**src/rtl/memc_pkg.sv**
```systemverilog
// Shared memory-controller definitions: frame and search-buffer geometry,
// address widths, the fetch descriptor and the fetch FSM encoding.
package memc_pkg;

   localparam int FRAME_W = 64;
   localparam int FRAME_H = 48;
   localparam int BUF_W   = 12;
   localparam int PIX_W   = 8;

   localparam int MEM_AW  = 12;
   localparam int BUF_AW  = 8;
   localparam int SUM_W   = 7;

   typedef enum logic [1:0] {
      ST_IDLE,
      ST_FETCH,
      ST_DRAIN,
      ST_DONE
   } fetch_state_e;

   typedef struct packed {
      logic [5:0] blk_row;
      logic [5:0] blk_col;
      logic [3:0] cnt_row;
      logic [3:0] cnt_col;
      logic [3:0] pad_row;
      logic [3:0] pad_col;
   } fetch_desc_t;

   function automatic logic [MEM_AW-1:0] frame_addr(input logic [SUM_W-1:0] row,
                                                    input logic [SUM_W-1:0] col);
      return MEM_AW'(row) * MEM_AW'(FRAME_W) + MEM_AW'(col);
   endfunction

   function automatic logic [BUF_AW-1:0] buf_addr(input logic [BUF_AW-1:0] row,
                                                  input logic [BUF_AW-1:0] col);
      return row * BUF_AW'(BUF_W) + col;
   endfunction

endpackage

```
**src/rtl/block_fetch_if.sv**
```systemverilog
// Frame-memory read port and search-buffer write port of the block fetcher.
// The master side is the fetcher; the slave side is memory plus buffer.
interface block_fetch_if;
   import memc_pkg::*;

   logic              mem_req;
   logic [MEM_AW-1:0] mem_addr;
   logic              mem_gnt;
   logic [PIX_W-1:0]  mem_rdata;
   logic              buf_we;
   logic [BUF_AW-1:0] buf_waddr;
   logic [PIX_W-1:0]  buf_wdata;

   modport master (
      output mem_req, mem_addr, buf_we, buf_waddr, buf_wdata,
      input  mem_gnt, mem_rdata
   );

   modport slave (
      input  mem_req, mem_addr, buf_we, buf_waddr, buf_wdata,
      output mem_gnt, mem_rdata
   );

endinterface

```
**src/rtl/fetch_rd_pipe.sv**
```systemverilog
// RD_LAT-deep shift register carrying the buffer address of each accepted read
// until its pixel returns from frame memory.
module fetch_rd_pipe
   import memc_pkg::*;
#(
   parameter int RD_LAT = 1
) (
   input  logic              clk,
   input  logic              rst_n,
   input  logic              push_i,
   input  logic [BUF_AW-1:0] waddr_i,
   output logic              vld_o,
   output logic [BUF_AW-1:0] waddr_o,
   output logic              pending_o
);

   logic [RD_LAT-1:0] vld_q;
   logic [BUF_AW-1:0] addr_q [RD_LAT];
   logic              pending;

   always_ff @(posedge clk or negedge rst_n) begin
      if (!rst_n) begin
         vld_q <= '0;
      end else begin
         vld_q[0] <= push_i;
         for (int i = 1; i < RD_LAT; i++) vld_q[i] <= vld_q[i-1];
      end
   end

   // NOTE: the address stages carry no reset; a stage is only ever observed
   // while its valid bit is set, so resetting them would buy nothing.
   always_ff @(posedge clk) begin
      addr_q[0] <= waddr_i;
      for (int i = 1; i < RD_LAT; i++) addr_q[i] <= addr_q[i-1];
   end

   // Reads still in flight behind the output stage.
   always_comb begin
      pending = 1'b0;
      for (int i = 0; i < RD_LAT - 1; i++) pending = pending | vld_q[i];
   end

   assign pending_o = pending;
   assign vld_o     = vld_q[RD_LAT-1];
   assign waddr_o   = vld_q[RD_LAT-1] ? addr_q[RD_LAT-1] : '0;

endmodule

```
**src/rtl/block_fetch.sv**
```systemverilog
// Walks a clipped search-window rectangle of the frame in raster order, reads
// each pixel from frame memory and writes it into the search buffer.
module block_fetch
   import memc_pkg::*;
#(
   parameter int RD_LAT = 1
) (
   input  logic         clk,
   input  logic         rst_n,
   input  logic         start,
   input  logic [5:0]   blk_row,
   input  logic [5:0]   blk_col,
   input  logic [3:0]   cnt_row,
   input  logic [3:0]   cnt_col,
   input  logic [3:0]   pad_row,
   input  logic [3:0]   pad_col,
   output logic         busy,
   output logic         done,
   block_fetch_if.master bus
);

   fetch_state_e      st_q, st_d;
   fetch_desc_t       desc_q, desc_d;
   logic [3:0]        r_q, r_d;
   logic [3:0]        c_q, c_d;
   logic              push;
   logic              last_col, last_row;
   logic [SUM_W-1:0]  row_sum, col_sum;
   logic [BUF_AW-1:0] wr_addr;
   logic              pipe_vld, pipe_pending;
   logic [BUF_AW-1:0] pipe_waddr;

   // NOTE: state registers use non-blocking assignments so every flop samples
   // the pre-edge value of every other flop.
   always_ff @(posedge clk or negedge rst_n) begin
      if (!rst_n) begin
         st_q   <= ST_IDLE;
         desc_q <= '0;
         r_q    <= '0;
         c_q    <= '0;
      end else begin
         st_q   <= st_d;
         desc_q <= desc_d;
         r_q    <= r_d;
         c_q    <= c_d;
      end
   end

   assign last_col = (c_q == desc_q.cnt_col - 4'd1);
   assign last_row = (r_q == desc_q.cnt_row - 4'd1);

   // NOTE: every signal gets a default before the case so no path leaves one
   // unassigned, which would otherwise infer a latch.
   always_comb begin
      st_d   = st_q;
      desc_d = desc_q;
      r_d    = r_q;
      c_d    = c_q;
      push   = 1'b0;
      unique case (st_q)
         ST_IDLE: begin
            if (start) begin
               desc_d = '{blk_row: blk_row, blk_col: blk_col,
                          cnt_row: cnt_row, cnt_col: cnt_col,
                          pad_row: pad_row, pad_col: pad_col};
               r_d    = '0;
               c_d    = '0;
               st_d   = (cnt_row == 4'd0 || cnt_col == 4'd0) ? ST_DONE : ST_FETCH;
            end
         end
         ST_FETCH: begin
            if (bus.mem_gnt) begin
               push = 1'b1;
               if (last_col) begin
                  c_d = '0;
                  r_d = r_q + 4'd1;
                  if (last_row) st_d = ST_DRAIN;
               end else begin
                  c_d = c_q + 4'd1;
               end
            end
         end
         // The output stage retires this cycle, so only earlier stages matter.
         ST_DRAIN: if (!pipe_pending) st_d = ST_DONE;
         ST_DONE:  st_d = ST_IDLE;
         default:  st_d = ST_IDLE;
      endcase
   end

   assign row_sum = SUM_W'(desc_q.blk_row) + SUM_W'(r_q);
   assign col_sum = SUM_W'(desc_q.blk_col) + SUM_W'(c_q);
   assign wr_addr = buf_addr(BUF_AW'(desc_q.pad_row) + BUF_AW'(r_q),
                             BUF_AW'(desc_q.pad_col) + BUF_AW'(c_q));

   assign busy         = (st_q != ST_IDLE);
   assign done         = (st_q == ST_DONE);
   assign bus.mem_req  = (st_q == ST_FETCH);
   assign bus.mem_addr = (st_q == ST_FETCH) ? frame_addr(row_sum, col_sum) : '0;

   fetch_rd_pipe #(.RD_LAT(RD_LAT)) u_rd_pipe (
      .clk       (clk),
      .rst_n     (rst_n),
      .push_i    (push),
      .waddr_i   (wr_addr),
      .vld_o     (pipe_vld),
      .waddr_o   (pipe_waddr),
      .pending_o (pipe_pending)
   );

   assign bus.buf_we    = pipe_vld;
   assign bus.buf_waddr = pipe_waddr;
   assign bus.buf_wdata = pipe_vld ? bus.mem_rdata : '0;

   // Window and pad placement are the coordinate stage's responsibility.
   a_frame_rows: assert property (@(posedge clk) disable iff (!rst_n)
      (st_q == ST_IDLE && start) |-> (SUM_W'(blk_row) + SUM_W'(cnt_row) <= SUM_W'(FRAME_H)));
   a_frame_cols: assert property (@(posedge clk) disable iff (!rst_n)
      (st_q == ST_IDLE && start) |-> (SUM_W'(blk_col) + SUM_W'(cnt_col) <= SUM_W'(FRAME_W)));
   a_buf_rows: assert property (@(posedge clk) disable iff (!rst_n)
      (st_q == ST_IDLE && start) |-> (SUM_W'(pad_row) + SUM_W'(cnt_row) <= SUM_W'(BUF_W)));
   a_buf_cols: assert property (@(posedge clk) disable iff (!rst_n)
      (st_q == ST_IDLE && start) |-> (SUM_W'(pad_col) + SUM_W'(cnt_col) <= SUM_W'(BUF_W)));

endmodule

```
**src/flat_wrapper.sv**
```systemverilog
// flat-port wrapper written by rule: the top's interface ports become plain ports
module block_fetch_flat import memc_pkg::*;
#(
   parameter int RD_LAT = 1
)
  (clk, rst_n, start, blk_row, blk_col, cnt_row, cnt_col, pad_row, pad_col, busy, done, bus_mem_req, bus_mem_addr, bus_buf_we, bus_buf_waddr, bus_buf_wdata, bus_mem_gnt, bus_mem_rdata);
  block_fetch_if bus_i ();
  input  logic clk;
  input  logic rst_n;
  input  logic start;
  input  logic [5:0] blk_row;
  input  logic [5:0] blk_col;
  input  logic [3:0] cnt_row;
  input  logic [3:0] cnt_col;
  input  logic [3:0] pad_row;
  input  logic [3:0] pad_col;
  output logic busy;
  output logic done;
  output wire logic [$bits(bus_i.mem_req)-1:0] bus_mem_req;
  output wire logic [$bits(bus_i.mem_addr)-1:0] bus_mem_addr;
  output wire logic [$bits(bus_i.buf_we)-1:0] bus_buf_we;
  output wire logic [$bits(bus_i.buf_waddr)-1:0] bus_buf_waddr;
  output wire logic [$bits(bus_i.buf_wdata)-1:0] bus_buf_wdata;
  input wire logic [$bits(bus_i.mem_gnt)-1:0] bus_mem_gnt;
  input wire logic [$bits(bus_i.mem_rdata)-1:0] bus_mem_rdata;
  assign bus_mem_req = bus_i.mem_req;
  assign bus_mem_addr = bus_i.mem_addr;
  assign bus_buf_we = bus_i.buf_we;
  assign bus_buf_waddr = bus_i.buf_waddr;
  assign bus_buf_wdata = bus_i.buf_wdata;
  assign bus_i.mem_gnt = bus_mem_gnt;
  assign bus_i.mem_rdata = bus_mem_rdata;
  block_fetch #(.RD_LAT(RD_LAT)) u_core (.clk(clk), .rst_n(rst_n), .start(start), .blk_row(blk_row), .blk_col(blk_col), .cnt_row(cnt_row), .cnt_col(cnt_col), .pad_row(pad_row), .pad_col(pad_col), .busy(busy), .done(done), .bus(bus_i));
endmodule
```
**config.mk**
```make
export PLATFORM = sky130hd
export DESIGN_NAME = block_fetch_flat
export DESIGN_NICKNAME = d
export VERILOG_FILES = /design/src/rtl/memc_pkg.sv /design/src/rtl/block_fetch_if.sv /design/src/rtl/fetch_rd_pipe.sv /design/src/rtl/block_fetch.sv /design/src/flat_wrapper.sv
export SDC_FILE = /design/constraint.sdc
export NUM_CORES = 1
export LEC_CHECK = 0
export BUFFER_PORTS_ARGS = -buffer_cell sky130_fd_sc_hd__clkbuf_2
export CORE_MARGIN = 5
export CORE_UTILIZATION = 50
export DETAILED_ROUTE_END_ITERATION = 10
export GPL_ROUTABILITY_DRIVEN = 1
export GPL_TIMING_DRIVEN = 1
export PLACE_DENSITY = 0.75
export SYNTH_ARGS = -nofsm -noshare
export SYNTH_HDL_FRONTEND = slang
export SYNTH_SLANG_ARGS = --single-unit
```
**constraint.sdc**
```tcl
create_clock -name clk -period 3.8 [get_ports clk]
set_input_delay 0.76 -clock clk [delete_from_list [all_inputs] [get_ports clk]]
set_output_delay 0.76 -clock clk [all_outputs]
set_load 0.02 [all_outputs]
```
* After elaboration in Yosys (flattened, before gate mapping)
Memory sizes are Yosys's and may differ from the RTL's.
Index checks and enable logic that the tools add are counted.
** Cells by class
- $add $sub $neg :: 10
- Multipliers :: 1
- Equality and inequality tests :: 9
- Mux-type cells :: 18
- Reductions and logical operators :: 10
** Operators by type and width (number)
- 4-bit 2-to-1 mux :: 5
- 8-bit 2-to-1 mux :: 2
- 4-bit one-hot mux with 2 select lines :: 2
- 12-bit by 7-bit adder with 12-bit output :: 1
- 12-bit 2-to-1 mux :: 1
- 4-bit by 4-bit adder with 5-bit output :: 2
- 2-bit 2-to-1 mux :: 5
- 4-bit by 1-bit adder with 4-bit output, second input constant :: 2
- 8-bit adder :: 1
- 4-bit == test :: 2
- 4-bit zero test :: 2
- 8-bit by 2-bit multiplier with 6-bit output, second input constant :: 1
- 2-bit one-hot mux with 4 select lines :: 1
- 4-bit AND reduction :: 2
- 4-bit by 1-bit subtractor with 4-bit output, second input constant :: 2
- 6-bit by 4-bit adder with 7-bit output :: 1
- 6-bit by 4-bit adder with 6-bit output :: 1
- 2-bit by 1-bit inequality test with 1-bit output, second input constant :: 3
- 2-bit == test, second input constant :: 2
- 2-bit nonzero test :: 2
- 3-bit AND reduction :: 1
- 2-bit by 1-bit == test with 1-bit output, second input constant :: 1
- 2-bit zero test :: 1
- 1-bit 2-to-1 mux :: 2
- other kinds (3) :: 3
** Storage, ports and cells
- Register bits :: 39
- Memory bits (writable) :: 8
- Bits of input ports :: 40
- Output and inout bits :: 32
- Logic and storage cells :: 59
- Memories :: 1
** Memory list
- u_core.u_rd_pipe.addr_q :: depth 1, width 8, read ports 1, clocked after Yosys merged registers in 0, write ports 1, line fetch_rd_pipe.sv:18 : logic [BUF_AW-1:0] addr_q [RD_LAT];

* Logic depth before layout (Yosys ltp)
- Word-level depth :: 6
- Mapped depth :: 10
- Mapped depth without buffers :: 10

* Cells and area by module
A second synthesis with hierarchy kept.
** Second synthesis, totals
- Cell total of the unflattened synthesis :: 303
- Area total of the unflattened synthesis :: 3174.3 µm²
** By module, submodules not included
- block_fetch :: times used 1, cells an instance 284, area an instance 2927.8 µm², sequential area each 950.9 µm²
- fetch_rd_pipe :: times used 1, cells an instance 19, area an instance 246.5 µm², sequential area each 185.2 µm²

* Least setup slack after synthesis
Ideal clock, no wire load.
- Path type :: reg-to-output
- Start :: register u_core.r_q[0]
- End :: output bus_mem_addr[11]
- Arrival :: 2.264 ns
- Setup slack :: 0.776 ns
- Cell stages (with the launch flop) :: 8
- Buffers on the path :: 0
- Cell sequence :: dfrtp_1 ha_1 fa_1 a21o_1 a21oi_1 xor2_1 nor4_1 mux2i_1
** On the way
- Word-level cells in the longest chain between the ends :: 3
** Ends and longest elaborated chain
- start: declaration :: line block_fetch.sv:24 : logic [3:0] r_q, r_d;
- start signal: assignment :: line block_fetch.sv:44 : r_q <= r_d;
- 6-bit by 4-bit adder with 6-bit output :: line block_fetch.sv:90 : assign row_sum = SUM_W'(desc_q.blk_row) + SUM_W'(r_q);
- 12-bit by 7-bit adder with 12-bit output :: line memc_pkg.sv:32 : return MEM_AW'(row) * MEM_AW'(FRAME_W) + MEM_AW'(col);
- 12-bit 2-to-1 mux :: line block_fetch.sv:98 : assign bus.mem_addr = (st_q == ST_FETCH) ? frame_addr(row_sum, col_sum) : '0;
- end: declaration :: line flat_wrapper.sv:20 : output wire logic [$bits(bus_i.mem_addr)-1:0] bus_mem_addr;
Every way passes these cells.

* Worst setup path in the final report
- Start :: register u_core.c_q[0]
- End :: output bus_mem_addr[10]
** On the way
- Word-level cells in the longest chain between the ends :: 3
** Ends and longest elaborated chain
- start: declaration :: line block_fetch.sv:25 : logic [3:0] c_q, c_d;
- start signal: assignment :: line block_fetch.sv:40 : c_q <= '0;
- start signal: assignment :: line block_fetch.sv:45 : c_q <= c_d;
- 6-bit by 4-bit adder with 7-bit output :: line block_fetch.sv:91 : assign col_sum = SUM_W'(desc_q.blk_col) + SUM_W'(c_q);
- 12-bit by 7-bit adder with 12-bit output :: line memc_pkg.sv:32
- 12-bit 2-to-1 mux :: line block_fetch.sv:98
Every way passes these cells.

==> qor.txt <==
Fin crit share: 91.4%
Prevailing post-synth register cell: dfrtp_1
Fin Hold WS: 520 ps
CTS H-Tree Depth: 2
ANT nets after route: 0
Top-level I/O count: 72
Number of DRC markers in iteration 0: 78
Vias in the first global route: 2396
Synth Register Bits: 47
Inserted Clock Buffers: 5
Max Slew Vio Count: 0
GRT overflow: 0
Final hold vios: 0
CTS tree: done
GRT met2 Usage: 29.6%
Cell with the most instances after synthesis: dfrtp_1
CTS sink cnt: 47
Critical Path AT: 2710 ps
Worst slew margin: 34.9%
Worst-Margin Slew: 977 ps
Post-synth top area share: 31.1%
Unrepaired setup endpoints after global routing: false
Worst Hold Class: reg -> reg
Cell variety after synth: 42
# diodes: 0
Outcome: completed
Async SR Flop Fraction: 83.0%
Via-to-Cell Ratio: 5.39
Endpoint class of the critical path: primary output
Syn Area/Cell: 10.5 sq um
GPL Wtd Cong: 0.844
Clock latency on the worst-skew pair: 300 ps
Core outline area: 0.00603 sq mm
TritonRoute pass-1 iters: 4
Drt total wl: 6370 um
Post-synth EDFFs: 0
Die X: 89.2 um
Largest cells by area after synthesis: dfrtp_1, ha_1, mux2_2
Fin nets: 450
Die ar.: 0.00795 sq mm
Yosys warnings: 0
Setup crit start kind: flop
Die Height: 89.2 um
CP Max Fanout: 7
Largest net degree at the start of global routing: 40
TNS Setup: 0 ps
CTS clock-pin slew for the worst setup and hold paths: 90 ps
Avg WL per Cell: 14.2 um
Critical Path RT: 3040 ps
Dpl hpwl: 5090 um
First-pass GRT wire length: 10700 um
DR vias: 2420
Initial antenna violation count: 0
Post-Synthesis Cells: 299
Leading area contributor after synthesis: dfrtp_1
Cell Area, Synth: 0.00314 sq mm
Critical path class: reg -> out
Most frequent cells after synthesis: dfrtp_1, ha_1, mux2_2, inv_1, xnor2_1
Post-CTS resize count: 0
# rows: 28
Total Routing Usage GR: 17.1%
Gr busiest metal: met2
Number of buffers added on ports: 71
Register area share after synthesis: 36.2%
Static Leakage: 1.86 nW
Syn_nets: 376
FMAX: 288 MHz
Drt drc: 0
Hold_buf cts: 0
Post-CTS Repair Setup Buffers: 0
Met3 Resource Use GR: 3.59%
Cell Pwr Density: 929 mW/mm^2
CTS Buffer Depth: 2
Clk_skew: 10.3 ps
Setup Viol. Count Final: 0
Initial core utilization: 52.0%
Met1 Resource Use GR: 22.1%
Final min period: 3470 ps
Root Buffer: clkbuf_8
Max-cap violations: 0
Layout area overhead: 16.6%
Max VDD drop: 0.000513 V
Share of layout cells above drive strength 1: 29.9%
critical path, stage by stage (launching register included):
cell      delay (ps)
dfrtp_1          480
ha_1             270
fa_1             420
a21o_1           170
a21oi_1          360
nor2_1           150
a21o_1           210
a21oi_1          150
clkbuf_2         200
metrics by stage:
stage / util, % / power (mW) / cell area [sq um] / cells / worst slack (ps)
after floorplan: - / 2.63 / 3140 / 299 / 776
after global placement: 59.3 / 3.05 / 3580 / 441 / 777
after detailed placement: 59.3 / 3.12 / 3580 / 441 / 694
after CTS: 60.7 / 3.43 / 3660 / 449 / 351
after global routing: 60.7 / 3.75 / 3660 / 449 / 225
final: 60.7 / 3.40 / 3660 / 449 / 327
registers in the layout, indices dropped and copies added (netlist names):
register	flops
u_core.desc_q	28
u_core.u_rd_pipe.addr_q	8
u_core.c_q	4
u_core.r_q	4
u_core.st_q	2
u_core.u_rd_pipe.vld_o	1
power by group:
group / internal [mW] / leakage [nW] / total [mW] / switching, mW
combinational: 1.01 / 1.27 / 2.16 / 1.15
clock: 0.129 / 0.0422 / 0.294 / 0.165
sequential: 0.752 / 0.545 / 0.946 / 0.194
total: 1.89 / 1.86 / 3.40 / 1.50
kinds of logic after synthesis:
| logic type | count (synthesis) | synth area share (%) |
|---|---|---|
| adders and majority gates | 37 | 16.2 |
| DFF | 47 | 36.2 |
| and+or+nand+nor | 66 | 12.1 |
| muxes | 34 | 12.0 |
| AOI/OAI and AO/OA | 56 | 11.7 |
| buffers and inverters | 30 | 3.63 |
| xor gates and xnor gates | 29 | 8.10 |
per-layer routing:
metal,vias up,wire length (um)
li1,1187,-
met1,1162,2810
met2,69,3110
met3,2,431
met4,0,23
met5,-,0
worst paths after layout:
path	cells after the start	end	startpoint	slack, ps
worst max-delay path	8	bus_mem_addr[10]	u_core.c_q[0]	330
worst min-delay path	1	u_core.desc_q[18]	u_core.desc_q[18]	520
worst max register to register	10	u_core.u_rd_pipe.addr_q[0][6]	u_core.r_q[0]	850
min in group asynchronous	1	u_core.st_q[1]	rst_n	610
max in group asynchronous	1	u_core.u_rd_pipe.vld_o	rst_n	2590
worst min register to register	1	u_core.desc_q[18]	u_core.desc_q[18]	520
layout by cell type, fill, tap and decap left out, drive strengths merged, types with 3 or more instances in the layout:
master,count
a21o,13
a21oi,18
and2,19
clkbuf,78
dfrtp,39
dfxtp,8
fa,6
ha,31
inv,24
mux2,28
mux2i,6
nand2,8
nand2b,3
nand3,5
nor2,6
nor3,5
nor4,5
o21ai,13
or3,7
xnor2,24
xor2,5
area by class of cell:
cell class	count	area (sq um)
clock buffer	7	76.3
inverter	24	90.1
fill	541	2370
clock inverter	1	5.00
timing repair buffer	73	370
multi-input combinational	222	1890
sequential	47	1140
tap	75	93.8
No activity file was read; power rests on OpenSTA's default activity.
